`config.mk`:
```
export PLATFORM = sky130hd
export DESIGN_NAME = pch_bmc_pwr_seq
export DESIGN_NICKNAME = d
export VERILOG_FILES = /design/src/rtl/pch_bmc_pwr_seq.sv
export SDC_FILE = /design/constraint.sdc
export NUM_CORES = 1
export LEC_CHECK = 0
export CAP_MARGIN = 30
export CORE_ASPECT_RATIO = 0.6
export CORE_MARGIN = 10
export CORE_UTILIZATION = 56
export CTS_CLUSTER_SIZE = 12
export DETAILED_ROUTE_END_ITERATION = 8
export GPL_ROUTABILITY_DRIVEN = 0
export PLACE_DENSITY = 0.86
export SLEW_MARGIN = 20
export SYNTH_ARGS = -nofsm -noshare
export SYNTH_HDL_FRONTEND = slang
export SYNTH_SLANG_ARGS = --single-unit
```
`constraint.sdc`:
```
create_clock -name iClk_2M -period 2.5 [get_ports iClk_2M]
set_clock_uncertainty 0.15 [all_clocks]
set_input_delay 0.5 -clock iClk_2M [delete_from_list [all_inputs] [get_ports iClk_2M]]
set_output_delay 0.5 -clock iClk_2M [all_outputs]
set_load 0.005 [all_outputs]
```
`src/rtl/pch_bmc_pwr_seq.sv`:
```
// PCH AUX rail and PCH/BMC reset / power-good sequencer.
// Enables AUX, waits for SLP_S3#, then releases RSMRST#, SRST#, PCH_PWROK and SYS_PWROK in order.
module pch_bmc_pwr_seq #(
    parameter int T_AUX_TMO      = 2000,
    parameter int T_RSMRST_DLY   = 20,
    parameter int T_SRST_DLY     = 1,
    parameter int T_PCHPWROK_DLY = 1,
    parameter int T_SYSPWROK_DLY = 1,
    parameter int CNT_W          = 16
) (
    input  logic       iClk_2M,
    input  logic       iRst,
    input  logic       iSeqEn,
    input  logic       iPwrgdP1v8PchAux,
    input  logic       iSlpS3_n,
    output logic       oFmPchP1v8AuxEn,
    output logic       oRstRsmrstReq,
    output logic       oRstSrstBmcReq,
    output logic       oPwrgdPchPwrok,
    output logic       oPwrgdSysPwrok,
    output logic       oFault,
    output logic [1:0] oFaultCode,
    output logic [3:0] oState
);

    typedef enum logic [3:0] {
        IDLE      = 4'd0,
        AUX_WAIT  = 4'd1,
        S3_WAIT   = 4'd2,
        RSM_DLY   = 4'd3,
        SRST_DLY  = 4'd4,
        PCHOK_DLY = 4'd5,
        SYSOK_DLY = 4'd6,
        ON        = 4'd7,
        FAULT     = 4'd8
    } state_t;

    typedef enum logic [1:0] {
        FC_NONE     = 2'd0,
        FC_AUX_TMO  = 2'd1,
        FC_AUX_LOST = 2'd2
    } fault_code_t;

    typedef struct packed {
        logic aux_en;
        logic rsmrst_req;
        logic srst_req;
        logic pch_pwrok;
        logic sys_pwrok;
    } rails_t;

    // A timed state exits on the cycle its counter reaches N-1, so the output lands N cycles after entry.
    localparam logic [CNT_W-1:0] CNT_MAX    = '1;
    localparam logic [CNT_W-1:0] AUX_LAST   = CNT_W'(T_AUX_TMO - 1);
    localparam logic [CNT_W-1:0] RSM_LAST   = CNT_W'(T_RSMRST_DLY - 1);
    localparam logic [CNT_W-1:0] SRST_LAST  = CNT_W'(T_SRST_DLY - 1);
    localparam logic [CNT_W-1:0] PCHOK_LAST = CNT_W'(T_PCHPWROK_DLY - 1);
    localparam logic [CNT_W-1:0] SYSOK_LAST = CNT_W'(T_SYSPWROK_DLY - 1);

    state_t           state_q, state_d;
    logic [CNT_W-1:0] cnt_q;
    rails_t           rails_q, rails_d;
    logic             fault_q, fault_d;
    fault_code_t      code_q, code_d;

    logic [CNT_W-1:0] dly_last;
    state_t           dly_next;
    rails_t           dly_set;

    // NOTE: state registers use non-blocking assignments so every flop samples pre-edge values.
    always_ff @(posedge iClk_2M or posedge iRst) begin
        if (iRst) begin
            state_q <= IDLE;
            cnt_q   <= '0;
            rails_q <= '0;
            fault_q <= 1'b0;
            code_q  <= FC_NONE;
        end else begin
            state_q <= state_d;
            rails_q <= rails_d;
            fault_q <= fault_d;
            code_q  <= code_d;
            if (state_d != state_q) begin
                cnt_q <= '0;
            end else if (cnt_q != CNT_MAX) begin
                cnt_q <= cnt_q + 1'b1;
            end
        end
    end

    // Per-stage delay, successor and released output for the release chain.
    always_comb begin
        // NOTE: every combinational output gets a default first so no path can infer a latch.
        dly_last = RSM_LAST;
        dly_next = SRST_DLY;
        dly_set  = '0;
        case (state_q)
            RSM_DLY: begin
                dly_last           = RSM_LAST;
                dly_next           = SRST_DLY;
                dly_set.rsmrst_req = 1'b1;
            end
            SRST_DLY: begin
                dly_last         = SRST_LAST;
                dly_next         = PCHOK_DLY;
                dly_set.srst_req = 1'b1;
            end
            PCHOK_DLY: begin
                dly_last          = PCHOK_LAST;
                dly_next          = SYSOK_DLY;
                dly_set.pch_pwrok = 1'b1;
            end
            SYSOK_DLY: begin
                dly_last          = SYSOK_LAST;
                dly_next          = ON;
                dly_set.sys_pwrok = 1'b1;
            end
            default: ;
        endcase
    end

    always_comb begin
        state_d = state_q;
        rails_d = rails_q;
        fault_d = fault_q;
        code_d  = code_q;
        case (state_q)
            IDLE: begin
                rails_d = '0;
                if (iSeqEn) begin
                    state_d        = AUX_WAIT;
                    rails_d.aux_en = 1'b1;
                end
            end
            AUX_WAIT: begin
                if (!iSeqEn) begin
                    state_d = IDLE;
                    rails_d = '0;
                end else if (iPwrgdP1v8PchAux) begin
                    state_d = S3_WAIT;
                end else if (cnt_q == AUX_LAST) begin
                    state_d = FAULT;
                    rails_d = '0;
                    fault_d = 1'b1;
                    code_d  = FC_AUX_TMO;
                end
            end
            S3_WAIT: begin
                if (!iPwrgdP1v8PchAux) begin
                    state_d = FAULT;
                    rails_d = '0;
                    fault_d = 1'b1;
                    code_d  = FC_AUX_LOST;
                end else if (!iSeqEn) begin
                    state_d = IDLE;
                    rails_d = '0;
                end else if (iSlpS3_n) begin
                    state_d = RSM_DLY;
                end
            end
            RSM_DLY, SRST_DLY, PCHOK_DLY, SYSOK_DLY, ON: begin
                if (!iPwrgdP1v8PchAux) begin
                    state_d = FAULT;
                    rails_d = '0;
                    fault_d = 1'b1;
                    code_d  = FC_AUX_LOST;
                end else if (!iSeqEn) begin
                    state_d = IDLE;
                    rails_d = '0;
                end else if (!iSlpS3_n) begin
                    // S3 entry keeps AUX and the reset requests; only the power-goods drop.
                    state_d           = S3_WAIT;
                    rails_d.pch_pwrok = 1'b0;
                    rails_d.sys_pwrok = 1'b0;
                end else if (state_q != ON && cnt_q == dly_last) begin
                    state_d = dly_next;
                    rails_d = rails_q | dly_set;
                end
            end
            FAULT: begin
                rails_d = '0;
                if (!iSeqEn) begin
                    state_d = IDLE;
                    fault_d = 1'b0;
                    code_d  = FC_NONE;
                end
            end
            default: begin
                state_d = IDLE;
                rails_d = '0;
                fault_d = 1'b0;
                code_d  = FC_NONE;
            end
        endcase
    end

    assign oFmPchP1v8AuxEn = rails_q.aux_en;
    assign oRstRsmrstReq   = rails_q.rsmrst_req;
    assign oRstSrstBmcReq  = rails_q.srst_req;
    assign oPwrgdPchPwrok  = rails_q.pch_pwrok;
    assign oPwrgdSysPwrok  = rails_q.sys_pwrok;
    assign oFault          = fault_q;
    assign oFaultCode      = code_q;
    assign oState          = state_q;

endmodule

```
# After elaboration in Yosys (flattened, before gate mapping)
# Index checks and enable logic that the tools add are counted.
totals:
  reg_bits: 28
  inputBits: 5
  wordCells: 90
  output_inout_bits: 12
classes:
  muxes: 45
  n_reduce_logical: 9
  add_sub_neg: 1
  n_eq_ne: 24
  bitwise_logic: 2
op_table:
  columns: ["operator", "count"]
  rows:
  - ["4-bit two-way mux", 12]
  - ["5-bit two-way mux", 9]
  - ["16-bit two-way mux", 2]
  - ["4-bit case mux with 5 select lines", 1]
  - ["5-bit case mux with 4 select lines", 1]
  - ["16-bit by 1-bit adder with 16-bit output (second input constant)", 1]
  - ["16-bit by 11-bit == test with 1-bit output (second input constant)", 1]
  - ["16-bit == test", 1]
  - ["4-bit by 3-bit == test with 1-bit output (second input constant)", 4]
  - ["16-bit inequality test (second input constant)", 1]
  - ["2-bit two-way mux", 6]
  - ["1-bit two-way mux", 10]
  - ["2-bit inequality test (second input constant)", 5]
  - ["3-bit inequality test (second input constant)", 3]
  - ["4-bit by 2-bit == test with 1-bit output (second input constant)", 2]
  - ["4-bit inequality test (second input constant)", 2]
  - ["2-bit case mux with 4 select lines", 1]
  - ["2-bit case mux with 3 select lines", 1]
  - ["6-bit AND reduction", 1]
  - ["6-bit OR reduction", 1]
  - ["5-bit inequality test (second input constant)", 1]
  - ["5-bit by 4-bit OR with 5-bit output", 1]
  - ["5-bit AND reduction", 1]
  - ["5-bit OR reduction", 1]
  - ["other kinds (12)", 12]

# Longest topological paths before layout
# Gate-level depths: netlist of run 1.
logic_depth:
  word_depth: 12
  ltp_mapped: 7
  ltp_nobuf: 6

# Least setup slack after synthesis of run 1
# Ideal clock, no wire load.
synth_path:
  kind: "input port to flip-flop"
  start: "input iSeqEn"
  end: "register cnt_q[13]"
  t_required_ns: 2.254
  setup_ns: 0.096
  slack_ns: 0.417
  arrival_ns: 1.837
  n_path_buf: 1
  cell_stages: 6
  cell_sequence: "or3b_1 > buf_2 > or3_4 > nor2b_4 > a221oi_2 > nor4_2"
synth_via:
  elab_chain_len: 5
  elab_cells_between_ends: 11
  cone_classes: "1 x eq/ne; 9 x mux; 1 x reduce/logical"
synth_lines:
  columns: ["item", "line", "rtl"]
  rows:
  - ["start, declared", "13", "input logic iSeqEn,"]
  - ["4-bit two-way mux, on equally long branches", "167, 154", null]
  - ["4-bit two-way mux, on equally long branches", "162, 149", null]
  - ["4-bit case mux with 5 select lines (*)", "127", "case (state_q)"]
  - ["4-bit inequality test (*)", "83", "if (state_d != state_q) begin"]
  - ["16-bit two-way mux / 2-bit nonzero test (equally long branches)", null, null]
  - ["end signal, assigned", "86", "cnt_q <= cnt_q + 1'b1;"]
  - ["end, declared", "61", "logic [CNT_W-1:0] cnt_q;"]
# Every way passes the cells marked *; elsewhere a longest branch is shown, timed or not.
# A chain may end at the register's enable or synchronous reset.

# Worst setup path in the final report of run 1
# Same ends and word-level chain as after synthesis.

==> impl_metrics.json, run 1 <==
{
  "fin_crit_ns": 2.287,
  "synthTopCellsByCount": "28 x dfrtp_1, 22 x nor3_1, 18 x nand2_1",
  "p_sw_mw": 0.3685,
  "routedWlPerCell_um": 17.33,
  "tightest_slew_ns": 0.6635,
  "cp_max_fo": 9,
  "hold_viol": 0,
  "r2r_start": "cnt_q[0]",
  "area_delta_synth_final_pct": 19.88,
  "drive_above_1_share": 0.1142,
  "maxCapViolCount": 0,
  "fin_ws_ns": 0.2133,
  "synth_largest_area_cell": "dfrtp_1",
  "postSynthCellCount": 196,
  "p_per_area_nw_per_um2": 560.9,
  "ir_drop_mv": 0.3617,
  "antenna_found_initial": 0,
  "num_antenna_cells": 0,
  "critPathCaptureType": "register",
  "synth-edff-count": 0,
  "dp.cells": 257,
  "synthMostInstantiatedCell": "dfrtp_1",
  "p_leak_nw": 0.8809,
  "endpoint": "cnt_q[13]",
  "worstPathArrival_ns": 2.33,
  "hpwl_mm": 3.483,
  "grt.total_usage": 0.1565,
  "synth_top_area_share": 0.4049,
  "synth_seq_cells": 28,
  "ys.flop_type": "dfrtp_1",
  "clockBufferDepth": 2,
  "fp.dieW_um": 91.77,
  "fin_cells": 261,
  "postSynth.asyncResetShare": 1.000,
  "cts_tree": "yes",
  "startpoint": "iSeqEn",
  "num-fill-cells": 225,
  "grt_max_degree": 29,
  "worstHoldPathType": "register to register",
  "yosysUniqueCellTypes": 47,
  "cts_root_buf": "clkbuf_8",
  "worst-setup-path-type": "primary input to register",
  "grt_setup_unrepaired": "false",
  "slew_violations": 0,
  "pwr-share-comb": 0.275,
  "ctsHoldBuffers": 0,
  "clkLatencyLatePin_ns": 0.28,
  "drc": 0,
  "syn-cell-area_um2": 1730,
  "reg2reg_setup_slack_ns": 0.22,
  "setup_tns_ns": 0,
  "drt_wl_total_mm": 4.522,
  "internal_power_mw": 0.7950,
  "grt_pass1_vias": 1539,
  "syn_area_per_cell_um2": 8.829,
  "syn_nets": 202,
  "start_util": 0.5948,
  "cp.required_ns": 2.54,
  "cts_setup_buffers": 0,
  "worstReg2RegEnd": "oFmPchP1v8AuxEn",
  "synth_area_leaders": "dfrtp_1 40%, nor3_1 6.4%, xor2_1 4.6%",
  "seqPwrFrac": 0.489,
  "grt_pass1_wl_mm": 7.693,
  "place_ws_ns": -0.04637,
  "drtAntennaViolNets": 0,
  "ff2ff_path_depth": 7,
  "htreeDepth": 1,
  "coreArea_um2": 2909,
  "pwr-share-clk": 0.236,
  "cts-buffers-inserted": 3,
  "status": "complete, no violations",
  "crit_path_start_kind": "primary input",
  "yosysSeqAreaShare": 0.4049,
  "clk_pin_slew_ns": 0.09,
  "min-delay-start": "oFmPchP1v8AuxEn",
  "clock_sink_count": 28,
  "rows": 15,
  "slew_headroom": 0.5543,
  "dr.pass1.iters": 5,
  "drt_iter0_drc": 348,
  "die-area_um2": 5787,
  "yosys_warnings": 0,
  "die_h_um": 63.06,
  "max_freq_mhz": 437.3,
  "gr-total-overflow": 0,
  "fin_nets": 226,
  "fin_crit_sh": 0.9147,
  "p_sw_frac": 0.3167,
  "drt-vias-per-instance": 6.299,
  "pin_count": 17,
  "utilization": 0.7131,
  "setup_viol": 0,
  "num_vias": 1644,
  "worst_hold_slack_ns": 0.3523,
  "port_buffers": 16
}
-- area by class of cell --
cell class | instances | area (um^2) | share of cell area
clock buffers | 4 | 55.05 | 0.02654
inverters | 5 | 18.77 | 0.009047
multi-input cells | 154 | 984.7 | 0.4747
flip-flops and latches | 28 | 700.7 | 0.3378
well taps | 42 | 52.55 | 0.02533
repair buffers | 28 | 262.8 | 0.1267
-- worst max-delay path, cell delays in order --
cell	delay [ns]
clkdlybuf4s50_1	0.47
or3b_1	0.38
or3_4	0.41
nor2b_4	0.19
a221oi_4	0.09
nor4_2	0.29
-- what timing repair did --
action	4_1_cts	5_1_grt
hold endpoints to repair	0	0
resized for setup	0	1
endpoints found under the setup margin	0	9
-- placed cells by master, fill, tap and decap left out, types with 3 or more instances in the layout --
cell             instances
nand2b_1                 4
dfrtp_1                 28
and4_1                   4
o21a_1                   4
and3_1                   3
xor2_1                   9
clkbuf_8                 4
mux2i_1                  4
nand3b_1                 3
clkdlybuf4s50_1         16
a21oi_1                  4
o311ai_0                 3
inv_1                    5
o21ai_0                  5
nand4_1                  7
nand2_1                 18
nor3_1                  22
nor2_1                  16
nand3_1                 13
nor4_1                   3
buf_4                   11
-- metal layers --
| metal | routed length [um] | GRT usage | vias up | part of all wire |
|---|---|---|---|---|
| li1 | - | - | 763 | - |
| met1 | 2122 | 0.2259 | 771 | 0.47 |
| met2 | 1867 | 0.2191 | 89 | 0.41 |
| met3 | 424 | 0.05319 | 21 | 0.094 |
| met4 | 108 | 0.02874 | 0 | 0.024 |
| met5 | 0 | 0 | - | 0 |
-- state kept, by name, summed over array words and instances (netlist names) --
name and flops:
cnt_q 16, oFault 1, oFaultCode 2, oFmPchP1v8AuxEn 1
oPwrgdPchPwrok 1, oPwrgdSysPwrok 1, oRstRsmrstReq 1, oRstSrstBmcReq 1
oState 4
-- power groups by stage --
stage	sequential [mW]	clock [mW]	combinational, mW
after floorplan	0.545	0	0.191
after global placement	0.569	0	0.301
after detailed placement	0.575	0	0.316
after CTS	0.566	0.283	0.316
after global routing	0.579	0.304	0.354
final	0.569	0.275	0.320
-- per-stage QoR --
stage | cell area (um^2) | power (mW)
global placement | 2008 | 0.8707
floorplan | 1730 | 0.7356
global route | 2074 | 1.237
finish | 2074 | 1.164
CTS | 2063 | 1.165
detailed placement | 2008 | 0.8902
-- worst min-delay path by stage --
| stage | endpoint | slack (ns) | cells after the start |
|---|---|---|---|
| floorplan | oFmPchP1v8AuxEn | 0.32 | 1 |
| global placement | oFmPchP1v8AuxEn | 0.32 | 1 |
| detailed placement | oFmPchP1v8AuxEn | 0.32 | 1 |
| CTS | oFmPchP1v8AuxEn | 0.36 | 1 |
| global route | oFmPchP1v8AuxEn | 0.37 | 1 |
| finish | oFmPchP1v8AuxEn | 0.35 | 1 |
-- cell families (layout without fill, tap and decap cells) --
kind of cell,after synthesis,in the layout,share of synthesized area
buffers and inverters,14,37,0.03254
xor gates and xnor gates,10,10,0.05062
muxes,4,4,0.02314
and+or+nand+nor,109,109,0.3536
DFF,28,28,0.4049
AOI/OAI and AO/OA,30,30,0.1280
adders and majority gates,1,1,0.007230
Power figures use the tool's default switching activity.
==> run 2: changes to the inputs <==
CORE_MARGIN = 4   (was 10)
==> run 2 against run 1 <==
Compared with the run above:
- largest power group unchanged
- non-clock buffer count increased by 2
- combinational power grew 2%
- first-iteration DRC count is 54% lower
- critical endpoint unchanged
- fmax shrank 1.4%
- routed wire length down 0.88%
- design area grew 0.72%
- sequential power is essentially flat
- count of clock-buffer cells in the layout unchanged
- clock power rose by 1%
==> impl_metrics.json, run 2 (synthesis results as in run 1) <==
{
  "status": "complete, no violations",
  "gr-total-overflow": 0,
  "hold_viol": 0,
  "fin_nets": 228,
  "slew_violations": 0,
  "fp.dieW_um": 79.77,
  "dr.pass1.iters": 5,
  "coreArea_um2": 2909,
  "rows": 15,
  "clock_sink_count": 28,
  "max_freq_mhz": 431.3,
  "r2r_start": "oState[2]",
  "antenna_found_initial": 0,
  "crit_chain": "clkdlybuf4s50_1 > or3b_1 > or3_4 > nor2b_4 > a221oi_4 > nor4_2",
  "drc": 0,
  "grt_pass1_wl_mm": 7.659,
  "ff2ff_path_depth": 5,
  "clkLatencyLatePin_ns": 0.28,
  "ir_drop_mv": 0.2686,
  "num-fill-cells": 217,
  "crit_family": "simple AND/OR/NAND/NOR gates",
  "drt_iter0_drc": 159,
  "htreeDepth": 1,
  "fin_crit_sh": 0.9275,
  "start_util": 0.5948,
  "routedWlPerCell_um": 17.04,
  "tightest_slew_ns": 0.5992,
  "final_cell_mix": "28 x dfrtp_1, 22 x nor3_1, 18 x nand2_1",
  "drt_wl_total_mm": 4.482,
  "cts_setup_buffers": 0,
  "p_leak_nw": 0.8901,
  "area_delta_synth_final_pct": 20.75,
  "cts-buffers-inserted": 3,
  "worstHoldPathType": "register to register",
  "die-area_um2": 4073,
  "fin_ws_ns": 0.1812,
  "p_per_area_nw_per_um2": 562.1,
  "grt.total_usage": 0.2459,
  "grt_setup_unrepaired": "false",
  "num_vias": 1661,
  "maxCapViolCount": 0,
  "drtAntennaViolNets": 0,
  "drt-vias-per-instance": 6.316,
  "clockBufferDepth": 2,
  "clk_pin_slew_ns": 0.10,
  "utilization": 0.7183,
  "num_antenna_cells": 0,
  "critPathCaptureType": "register",
  "regMostFlops": "cnt_q",
  "cts_root_buf": "clkbuf_8",
  "pin_count": 17,
  "place_ws_ns": -0.07926,
  "worstPathArrival_ns": 2.35,
  "slowest_delay_ns": 0.47,
  "cp.required_ns": 2.53,
  "slew_headroom": 0.5974,
  "hpwl_mm": 3.237,
  "cp_max_fo": 9,
  "finalPower_mw": 1.174,
  "worst-path-buf-inv": 1,
  "worstHoldEndpoint": "oFmPchP1v8AuxEn",
  "largest_reg_flops": 16,
  "layout_commonest_cell": "dfrtp_1",
  "holdPathStages": 1,
  "drive_above_1_share": 0.1222,
  "setup_tns_ns": 0,
  "cts_tree": "yes",
  "grt_pass1_vias": 1556,
  "worst-setup-path-type": "primary input to register",
  "fin_crit_ns": 2.319,
  "crit_path_start_kind": "primary input",
  "grt_max_degree": 29,
  "setup_viol": 0,
  "min-delay-start": "oFmPchP1v8AuxEn",
  "port_buffers": 16,
  "die_h_um": 51.06,
  "reg2reg_setup_slack_ns": 0.26,
  "cp_slowest_cell": "clkdlybuf4s50_1",
  "worstReg2RegEnd": "cnt_q[0]"
}
[run 2: cell types whose count changed in the layout (fill, tap and decap cells not counted), sizes merged]
cell | before | now
buf | 12 | 14
[run 2: what timing repair did]
action	4_1_cts	5_1_grt
endpoints found under the setup margin	0	9
hold buffers	0	0
gates resized for setup	0	1
[run 2: layout make-up]
| type | instances | area, um^2 | area share |
|---|---|---|---|
| clock buffer | 4 | 55.05 | 0.02635 |
| tap | 42 | 52.55 | 0.02515 |
| sequential | 28 | 700.7 | 0.3353 |
| timing repair buffer | 30 | 277.8 | 0.1329 |
| inverter | 5 | 18.77 | 0.008982 |
| multi-input combinational | 154 | 984.7 | 0.4713 |
[run 2: per-stage QoR]
stage | area [um^2] | std cells | hold slack (ns)
finish | 2090 | 263 | 0.3415
global route | 2090 | 263 | 0.3826
CTS | 2078 | 263 | 0.3506
detailed placement | 2023 | 259 | 0.3206
global placement | 2023 | 259 | 0.3173
floorplan | 1730 | 196 | 0.3239
[run 2: worst max-delay path by stage]
stage / from / endpoint / depth (start not counted)
2_1_floorplan: iSeqEn / cnt_q[13] / 6
3_3_place_gp: iSeqEn / cnt_q[13] / 6
3_5_place_dp: iSeqEn / cnt_q[0] / 6
4_1_cts: cnt_q[14] / cnt_q[0] / 5
5_1_grt: cnt_q[14] / cnt_q[5] / 5
6_report: iSeqEn / cnt_q[13] / 6
[run 2: per-layer routing]
layer,vias up,share of wire,global-route usage
li1,777,-,-
met1,795,0.48,0.3609
met2,85,0.43,0.3643
met3,4,0.083,0.06514
met4,0,0.0042,0.05337
met5,-,0,0
[run 2: worst register-to-register path, cell delays in order, from the launching register on]
cell and delay (ns):
dfrtp_1 0.56, nor2b_1 0.35, and3_1 0.25, o21ai_2 0.13
a221oi_4 0.52, nor3_1 0.15
[run 2: power by group]
part           leakage (nW)  total, mW  internal [mW]  switching [mW]
sequential            0.381      0.567          0.495          0.0718
combinational         0.480      0.328          0.163           0.165
clock                0.0288      0.279          0.141           0.138
==> run 3: changes to the inputs <==
CORE_MARGIN = not set   (was 4)
==> run 3 against run 2 <==
Compared with the run above:
- routed wire length increased by 3.3%
- critical endpoint is now cnt_q[4]
- sequential power rose by 0.9%
- clock power is 15% lower
- combinational power fell by 2%
- register-to-register slack hardly changed
- hold slack better by 0.0029 ns
- die area shrank 18%
- flip-flop and latch count did not move
- via count rose by 1.6%
- count of clock-buffer cells in the layout decreased by 1
- sequential share of layout area increased by 0.49 points
==> impl_metrics.json, run 3 (synthesis results as in run 1) <==
{
  "status": "complete, no violations",
  "fin_nets": 225,
  "setup_viol": 0,
  "slew_headroom": 0.6210,
  "ff2ff_path_depth": 5,
  "fin_crit_sh": 0.9318,
  "regMostFlops": "cnt_q",
  "cts_root_buf": "clkbuf_8",
  "die-area_um2": 3324,
  "r2r_start": "cnt_q[14]",
  "routedWlPerCell_um": 17.87,
  "final_cell_mix": "28 x dfrtp_1, 22 x nor3_1, 18 x nand2_1",
  "cts_tree": "yes",
  "fin_crit_ns": 2.329,
  "holdPathStages": 1,
  "start_util": 0.5948,
  "maxCapViolCount": 0,
  "coreArea_um2": 2909,
  "grt_max_degree": 29,
  "grt_pass1_wl_mm": 7.500,
  "clk_pin_slew_ns": 0.08,
  "p_leak_nw": 0.8707,
  "num_antenna_cells": 0,
  "area_delta_synth_final_pct": 19.02,
  "rows": 15,
  "drive_above_1_share": 0.1106,
  "drt_wl_total_mm": 4.628,
  "clkLatencyLatePin_ns": 0.27,
  "fp.dieW_um": 73.77,
  "p_per_area_nw_per_um2": 549.7,
  "utilization": 0.7080,
  "ff_latch_area_um2": 700.7,
  "grt.total_usage": 0.3068,
  "clockBufferDepth": 2,
  "worstPathArrival_ns": 2.35,
  "use_met1": 0.4421,
  "worstHoldEndpoint": "oFmPchP1v8AuxEn",
  "antenna_found_initial": 0,
  "worst_hold_slack_ns": 0.3443,
  "drc": 0,
  "ir_drop_mv": 0.3304,
  "htreeDepth": 1,
  "drtAntennaViolNets": 0,
  "cts_setup_buffers": 0,
  "num_vias": 1688,
  "cp.required_ns": 2.52,
  "use_met2": 0.4440,
  "dp.cells": 256,
  "grt_setup_unrepaired": "false",
  "drt_iter0_drc": 238,
  "multiInputGateArea_um2": 991.0,
  "hpwl_mm": 3.291,
  "worstHoldPathType": "register to register",
  "cts-buffers-inserted": 3,
  "crit_path_start_kind": "primary input",
  "die_h_um": 45.06,
  "worst-setup-path-type": "primary input to register",
  "clock_sink_count": 28,
  "pin_count": 17,
  "drt-vias-per-instance": 6.517,
  "hold_viol": 0,
  "ctsHoldBuffers": 0,
  "max_freq_mhz": 429.3,
  "reg2reg_setup_slack_ns": 0.25,
  "worstReg2RegEnd": "cnt_q[8]",
  "port_buffers": 16,
  "fin_cells": 259,
  "gr-total-overflow": 0,
  "min-delay-start": "oFmPchP1v8AuxEn",
  "grt_pass1_vias": 1535,
  "grt-busiest-layer": "met2",
  "cp_max_fo": 7,
  "tightest_slew_ns": 0.5642,
  "critPathCaptureType": "register",
  "slew_violations": 0,
  "num-fill-cells": 233,
  "finalPower_mw": 1.132,
  "dr.pass1.iters": 5,
  "gr-usage-met3": 0.08482,
  "largest_reg_flops": 16,
  "layout_commonest_cell": "dfrtp_1"
}
## run 3: cell types whose count changed in the layout (fill, tap and decap cells not counted)
cell      before  now
clkbuf_8       4    3
buf_4         13   10
nor4_2         2    3
nor4_1         3    2
## run 3: cell type report
| type | count | share of cell area |
|---|---|---|
| sequential | 28 | 0.3402 |
| inverter | 5 | 0.009113 |
| clock buffer | 3 | 0.02005 |
| multi-input combinational | 154 | 0.4812 |
| timing repair buffer | 27 | 0.1239 |
| tap | 42 | 0.02552 |
## run 3: timing repair
item,CTS,global route
setup endpoints to repair,0,9
hold endpoints to repair,0,0
gates resized for setup,0,2
## run 3: how the worst max path moves through the flow
stage | startpoint | end | slack [ns] | cells past startpoint
finish | iSeqEn | cnt_q[4] | 0.17 | 6
global route | cnt_q[14] | cnt_q[0] | 0.12 | 5
CTS | cnt_q[14] | cnt_q[8] | 0.04 | 5
detailed placement | iSeqEn | cnt_q[8] | -0.08 | 7
global placement | iSeqEn | cnt_q[13] | 0.003 | 6
floorplan | iSeqEn | cnt_q[13] | 0.42 | 6
## run 3: power by group
part	switching (mW)	leakage [nW]	internal (mW)	total, mW
combinational	0.168	0.468	0.155	0.322
sequential	0.0776	0.381	0.495	0.572
clock	0.129	0.0216	0.108	0.237
## run 3: through the flow
step / area [um^2] / setup WS [ns] / TNS, ns
finish: 2059 / 0.1706 / 0
global route: 2059 / 0.1213 / 0
CTS: 2042 / 0.03564 / 0
detailed placement: 2001 / -0.08061 / -0.5836
global placement: 2001 / 0.003326 / 0
floorplan: 1730 / 0.4174 / 0
## run 3: per-layer routing
layer	vias up	wire length, um
met1	776	2052
met5	-	0
li1	765	-
met4	0	136
met3	22	515
met2	125	1924
## run 3: worst max-delay path, cell delays in order
cell and delay (ns):
clkdlybuf4s50_1 0.47, or3b_1 0.38, or3_4 0.41, nor2b_4 0.18
nor2_2 0.12, nor4_2 0.30
